File: config.mk
export PLATFORM = sky130hd
export DESIGN_NAME = mem_stage
export DESIGN_NICKNAME = d
export VERILOG_FILES = /design/src/rtl/mem_stage_pkg.sv /design/src/rtl/mem_align.sv /design/src/rtl/mem_stage.sv
export SDC_FILE = /design/constraint.sdc
export NUM_CORES = 1
export LEC_CHECK = 0
export ABC_AREA = 1
export ABC_CLOCK_PERIOD_IN_PS = 4100
export CAP_MARGIN = 5
export CORE_MARGIN = 2
export CORE_UTILIZATION = 38
export CTS_CLUSTER_SIZE = 20
export DETAILED_ROUTE_END_ITERATION = 8
export PLACE_DENSITY = 0.95
export SLEW_MARGIN = 5
export SYNTH_ARGS = -nofsm -noshare
export SYNTH_HDL_FRONTEND = slang
export SYNTH_SLANG_ARGS = --single-unit
export TNS_END_PERCENT = 20
File: constraint.sdc
create_clock -name clk -period 4.1 [get_ports clk]
set_clock_uncertainty 0.2 [all_clocks]
set_input_delay 0.82 -clock clk [delete_from_list [all_inputs] [get_ports clk]]
set_output_delay 0.82 -clock clk [all_outputs]
set_load 0.005 [all_outputs]
File: src/rtl/mem_stage_pkg.sv
// Shared definitions for the RV32I memory-access stage.
//   - RV32I opcodes used by the stage (load / store)
//   - load_funct3_t / store_funct3_t : legal access encodings
//   - mem_state_t                    : memory-stage control FSM states
//   - is_legal_load / is_legal_store : funct3 legality helpers
package mem_stage_pkg;

  localparam logic [6:0] OP_LOAD  = 7'b0000011;
  localparam logic [6:0] OP_STORE = 7'b0100011;

  typedef enum logic [2:0] {
    F3_LB  = 3'b000,
    F3_LH  = 3'b001,
    F3_LW  = 3'b010,
    F3_LBU = 3'b100,
    F3_LHU = 3'b101
  } load_funct3_t;

  typedef enum logic [2:0] {
    F3_SB = 3'b000,
    F3_SH = 3'b001,
    F3_SW = 3'b010
  } store_funct3_t;

  typedef enum logic [1:0] {
    IDLE = 2'd0,
    BUSY = 2'd1,
    HOLD = 2'd2
  } mem_state_t;

  function automatic logic is_legal_load(input logic [2:0] f3);
    return (f3 == F3_LB) || (f3 == F3_LH) || (f3 == F3_LW) ||
           (f3 == F3_LBU) || (f3 == F3_LHU);
  endfunction

  function automatic logic is_legal_store(input logic [2:0] f3);
    return (f3 == F3_SB) || (f3 == F3_SH) || (f3 == F3_SW);
  endfunction

endpackage

File: src/rtl/mem_align.sv
// Combinational lane alignment for data-memory accesses.
// Ports:
//   funct3   in  3   access size (bits [1:0]: 00 byte, 01 half, 10 word)
//   addr_lo  in  2   alu_out[1:0]
//   rs2_out  in  32  store source data
//   mask     out 4   byte-lane mask
//   wdata    out 32  store data shifted onto its lanes
//   misalign out 1   misaligned half/word access
// Build option: MEM_MISALIGN_CHECK_EN enables misalign detection; otherwise
// misalign is 0 and the unused low address bits are ignored.
module mem_align
  import mem_stage_pkg::*;
(
  input  logic [2:0]  funct3,
  input  logic [1:0]  addr_lo,
  input  logic [31:0] rs2_out,
  output logic [3:0]  mask,
  output logic [31:0] wdata,
  output logic        misalign
);

  always_comb begin
    mask  = 4'b1111;
    wdata = rs2_out;
    case (funct3[1:0])
      2'b00: begin
        mask  = 4'b0001 << addr_lo;
        wdata = rs2_out << {addr_lo, 3'b000};
      end
      2'b01: begin
        mask  = 4'b0011 << {addr_lo[1], 1'b0};
        wdata = rs2_out << {addr_lo[1], 4'b0000};
      end
      default: begin
        mask  = 4'b1111;
        wdata = rs2_out;
      end
    endcase
  end

`ifdef MEM_MISALIGN_CHECK_EN
  always_comb begin
    case (funct3[1:0])
      2'b01:   misalign = addr_lo[0];
      2'b10:   misalign = (addr_lo != 2'b00);
      default: misalign = 1'b0;
    endcase
  end
`else
  assign misalign = 1'b0;
`endif

endmodule

File: src/rtl/mem_stage.sv
// Memory-access stage of the 5-stage RV32I pipeline (EX/MEM -> MEM/WB).
// Issues one data-memory request per load/store, aligns store data and byte
// enables, stalls until the memory responds and captures the raw read word.
// Ports:
//   clk, rst (sync, active-high)
//   in_valid, opcode, funct3, alu_out, rs2_out : from EX/MEM
//   advance                                    : MEM/WB loads this cycle
//   dmem_*                                     : data-memory interface
//   mem_rdata, mem_byte_enable                 : to MEM/WB
//   mem_stall                                  : freeze request to hazard unit
//   misalign                                   : misaligned access flag
// Build option: MEM_MISALIGN_CHECK_EN (see mem_align).
//
// state | meaning
// IDLE  | no access outstanding; a new access issues combinationally
// BUSY  | request outstanding, waiting for dmem_resp
// HOLD  | response captured, waiting for advance; no request
module mem_stage
  import mem_stage_pkg::*;
(
  input  logic        clk,
  input  logic        rst,
  input  logic        in_valid,
  input  logic [6:0]  opcode,
  input  logic [2:0]  funct3,
  input  logic [31:0] alu_out,
  input  logic [31:0] rs2_out,
  input  logic        advance,
  output logic        dmem_read,
  output logic        dmem_write,
  output logic [31:0] dmem_address,
  output logic [31:0] dmem_wdata,
  output logic [3:0]  dmem_byte_enable,
  input  logic        dmem_resp,
  input  logic [31:0] dmem_rdata,
  output logic [31:0] mem_rdata,
  output logic [3:0]  mem_byte_enable,
  output logic        mem_stall,
  output logic        misalign
);

  mem_state_t  state_q, state_d;
  logic [31:0] rdata_q, rdata_d;

  logic [3:0]  mask;
  logic        mis_raw;
  logic        is_load, is_store, is_ls, mem_op, req, accept;

  mem_align u_align (
    .funct3   (funct3),
    .addr_lo  (alu_out[1:0]),
    .rs2_out  (rs2_out),
    .mask     (mask),
    .wdata    (dmem_wdata),
    .misalign (mis_raw)
  );

  assign is_load  = in_valid && (opcode == OP_LOAD)  && is_legal_load(funct3);
  assign is_store = in_valid && (opcode == OP_STORE) && is_legal_store(funct3);
  assign is_ls    = is_load || is_store;
  assign mem_op   = is_ls && !mis_raw;

  // Request is live until the response arrives; HOLD never re-issues.
  assign req    = mem_op && (state_q != HOLD) && !rst;
  assign accept = req && dmem_resp;

  assign dmem_read        = req && is_load;
  assign dmem_write       = req && is_store;
  assign dmem_address     = {alu_out[31:2], 2'b00};
  assign dmem_byte_enable = req ? mask : 4'b0000;
  assign mem_byte_enable  = is_ls ? mask : 4'b0000;
  assign mem_stall        = req && !dmem_resp;
  assign misalign         = is_ls && mis_raw && !rst;
  // Stray responses (no request outstanding) never reach MEM/WB.
  assign mem_rdata        = accept ? dmem_rdata : rdata_q;

  always_comb begin
    state_d = state_q;
    rdata_d = rdata_q;
    case (state_q)
      IDLE, BUSY: begin
        if (!mem_op) begin
          state_d = IDLE;
        end else if (dmem_resp) begin
          rdata_d = dmem_rdata;
          state_d = advance ? IDLE : HOLD;
        end else begin
          state_d = BUSY;
        end
      end
      HOLD: begin
        if (advance) state_d = IDLE;
      end
      default: state_d = IDLE;
    endcase
  end

  always_ff @(posedge clk) begin
    if (rst) begin
      state_q <= IDLE;
      rdata_q <= 32'h0;
    end else begin
      state_q <= state_d;
      rdata_q <= rdata_d;
    end
  end

endmodule

==> flow_results.xml <==
<?xml version="1.0" encoding="UTF-8"?>
<metrics>
  <group name="synth">
    <metric name="post_synth.cell_area_avg" unit="sq um">5.73</metric>
    <metric name="netlist-cell-type-count" unit="">23</metric>
    <metric name="synthesis.yosys.warnings" unit="">0</metric>
    <metric name="synth_cells" unit="">513</metric>
    <metric name="ys_seq_area_share" unit="%">23.1</metric>
    <metric name="post_synth_instance_area" unit="sq um">2940</metric>
    <metric name="synth.ff_latch_count" unit="">34</metric>
  </group>
  <group name="cts">
    <metric name="maximum_buffer_depth_of_the_clock_tree" unit="">2</metric>
    <metric name="clkLatencyLatePin" unit="ps">270</metric>
    <metric name="hold_buffers" unit="">0</metric>
    <metric name="cts.htree.levels" unit="">2</metric>
    <metric name="post_cts_resized" unit="">0</metric>
    <metric name="cts.root.buffer_cell" unit="">clkbuf_8</metric>
    <metric name="cts_made_buffers" unit="">5</metric>
    <metric name="cts_setup_buffers" unit="">0</metric>
    <metric name="number_of_sinks_on_the_clock_net" unit="">34</metric>
    <metric name="cts.clk_slew.worst_paths" unit="ps">60</metric>
    <metric name="tritoncts" unit="">yes</metric>
  </group>
  <group name="floorplan">
    <metric name="die_area" unit="sq um">8460</metric>
    <metric name="height_of_the_die" unit="microns">92.0</metric>
    <metric name="fp-row-count" unit="">32</metric>
    <metric name="chipWidth" unit="microns">92.0</metric>
    <metric name="starting_density_of_the_core" unit="%">38.7</metric>
    <metric name="core_region_area" unit="sq um">7610</metric>
    <metric name="boundaryPins" unit="">219</metric>
  </group>
  <group name="global_routing">
    <metric name="grt_first_pass_wirelength" unit="microns">16900</metric>
    <metric name="grt_pass1_vias" unit="">3536</metric>
    <metric name="grtUsageTotal" unit="%">24.3</metric>
    <metric name="gr-total-overflow" unit="">0</metric>
    <metric name="initial_antenna_violation_count" unit="">0</metric>
    <metric name="grt_max_degree" unit="">68</metric>
  </group>
  <group name="route">
    <metric name="post_drt_via_cell_ratio" unit="">5.18</metric>
    <metric name="count_of_tritonroute_iterations_in_the_first_routing_pass" unit="">6</metric>
    <metric name="initial_detailed_routing_violation_count" unit="">212</metric>
    <metric name="route.detailed.drc" unit="">0</metric>
    <metric name="detail_route.wirelength" unit="microns">10400</metric>
    <metric name="via_count" unit="">3776</metric>
    <metric name="antenna_left" unit="">0</metric>
    <metric name="wl_per_cell" unit="microns">14.3</metric>
  </group>
  <group name="placement">
    <metric name="finalWeightedCongestion" unit="">0.945</metric>
    <metric name="preCtsSetupSlack" unit="ps">115</metric>
    <metric name="dp.cells" unit="">721</metric>
    <metric name="placed_cell_area" unit="sq um">4380</metric>
    <metric name="hpwlAfterDp" unit="microns">8030</metric>
    <metric name="placement.io_buffers" unit="">155</metric>
  </group>
  <group name="worst_hold_path">
    <metric name="min-delay-path-class" unit="">flop to flop</metric>
    <metric name="hold_path.startpoint" unit="">rdata_q[2]</metric>
    <metric name="cells_on_worst_hold_path" unit="">2</metric>
    <metric name="worstHoldEndpoint" unit="">rdata_q[2]</metric>
  </group>
  <group name="sta">
    <metric name="rsz_0062_raised_after_global_routing" unit="">yes</metric>
    <metric name="finalHoldViolCount" unit="">0</metric>
    <metric name="fmax" unit="MHz">250</metric>
    <metric name="final.period_utilization" unit="%">97.7</metric>
    <metric name="period_needed" unit="ps">4000</metric>
    <metric name="report.final.slew_viol_count" unit="">0</metric>
    <metric name="finalSetupViolCount" unit="">0</metric>
    <metric name="final_critical_path_setup_slack" unit="ps">96.3</metric>
  </group>
  <group name="worst_setup_path">
    <metric name="timing.reg2reg.setup_slack" unit="ps">2480</metric>
    <metric name="startpoint_type" unit="">input pin</metric>
    <metric name="critPathRequiredTime" unit="ps">3080</metric>
    <metric name="crit_end_element" unit="">output port</metric>
    <metric name="reg2reg_depth" unit="">5</metric>
    <metric name="r2r-end" unit="">rdata_q[12]</metric>
    <metric name="cp_max_fo" unit="">34</metric>
    <metric name="reg_to_reg_critical_path_startpoint" unit="">state_q[1]</metric>
    <metric name="setup.worst_path.class" unit="">input pin to output port</metric>
    <metric name="cp_arrival" unit="ps">2980</metric>
  </group>
  <group name="cells_and_area">
    <metric name="mostFrequentLayoutCell" unit="">clkdlybuf4s50_1</metric>
    <metric name="final_cells" unit="">729</metric>
    <metric name="synthToLayoutAreaGrowth" unit="%">52.0</metric>
    <metric name="drive_above_1_share" unit="%">5.10</metric>
    <metric name="mostFrequentLayoutCells" unit="">clkdlybuf4s50_1 (155), nand2_1 (116), nor2_1 (61)</metric>
    <metric name="fin_util" unit="%">58.8</metric>
    <metric name="nets" unit="">737</metric>
    <metric name="finalInstanceArea" unit="sq um">4470</metric>
    <metric name="antenna-diode-count" unit="">0</metric>
  </group>
  <group name="flow_run">
    <metric name="max-cap-violations" unit="">0</metric>
  </group>
  <group name="pwr">
    <metric name="peakVddDrop" unit="uV">119</metric>
    <metric name="power.static_leakage" unit="nW">1.99</metric>
    <metric name="power.density" unit="nW/um^2">193</metric>
    <metric name="power" unit="uW">864</metric>
  </group>
  <group name="outcome">
    <metric name="outcome" unit="">completed</metric>
  </group>
</metrics>
==> power breakdown <==
part	switching (mW)	total [mW]	internal (mW)	leakage [nW]
sequential	0.000381	0.331	0.331	0.274
clock	0.112	0.247	0.135	0.0482
combinational	0.130	0.285	0.155	1.67
total	0.243	0.864	0.621	1.99
==> synthesized netlist by cell type <==
master    number  share of area [%]
nand2_1      116                 15
nor2_1        62                7.9
inv_1         57                7.3
a21oi_1       49                8.3
buf_4         42                 11
nand3_1       36                6.1
dfxtp_1       34                 23
nand4_1       32                6.8
o21ai_0       24                4.1
o22ai_1       16                3.4
buf_2         10                1.7
clkbuf_1      10                1.3
nor3_1         7                1.2
buf_1          6               0.77
clkinv_1       3               0.38
inv_2          2               0.26
a21oi_2        1               0.30
buf_6          1               0.38
conb_1         1               0.13
nand2_2        1               0.21
nand3b_1       1               0.26
o21ai_2        1               0.30
or2_2          1               0.21
==> final cells by class <==
cell class / count / area, sq um
clock buffer: 7 / 86.3
clock inverter: 1 / 5.00
fill: 711 / 3140
inverter: 62 / 233
multi-input combinational: 350 / 1610
sequential: 34 / 681
tap: 102 / 128
timing repair buffer: 173 / 1720
==> sequential cells by signal (all words and copies together), names as in the netlist <==
| register | count |
|---|---|
| state_q | 2 |
| rdata_q | 32 |
==> cell families (layout without fill, tap and decap cells) <==
| family | count (synthesis) | after routing | synth area share (%) |
|---|---|---|---|
| buffers and inverters | 131 | 243 | 22.8 |
| other | 1 | 3 | 0.128 |
| AND/OR/NAND/NOR | 256 | 256 | 37.5 |
| flip-flops | 34 | 34 | 23.1 |
| AO/OA/AOI/OAI | 91 | 91 | 16.4 |
==> per-stage QoR <==
stage	TNS [ps]	hold slack, ps
after CTS	0	290
after detailed placement	0	273
after global placement	0	261
after floorplan	0	222
final	0	282
after global routing	-2.53	317
==> critical path, cell delays in order <==
cell             delay [ps]
clkdlybuf4s50_1         510
nand2_1                 150
nand3_1                 160
a21oi_4                 280
buf_12                  220
nand2_1                 100
nor3_1                  180
clkdlybuf4s50_1         560
==> worst max path at each step <==
stage	start	to	slack, ps
after floorplan	opcode[1]	mem_rdata[12]	1380
after global placement	funct3[1]	dmem_wdata[9]	170
after detailed placement	funct3[1]	dmem_byte_enable[3]	120
after CTS	funct3[1]	dmem_byte_enable[3]	100
after global routing	funct3[1]	mem_rdata[31]	-3
final	funct3[1]	dmem_byte_enable[3]	100
==> per-layer routing <==
metal  global-route usage [%]  wire [microns]  vias to the layer above
met2                     39.2            4870                      195
met3                     7.15            1010                       24
li1                         -               -                     1854
met4                     8.46             214                        0
met5                        0               0                        -
met1                     30.9            4310                     1703
Power figures use the tool's default switching activity.
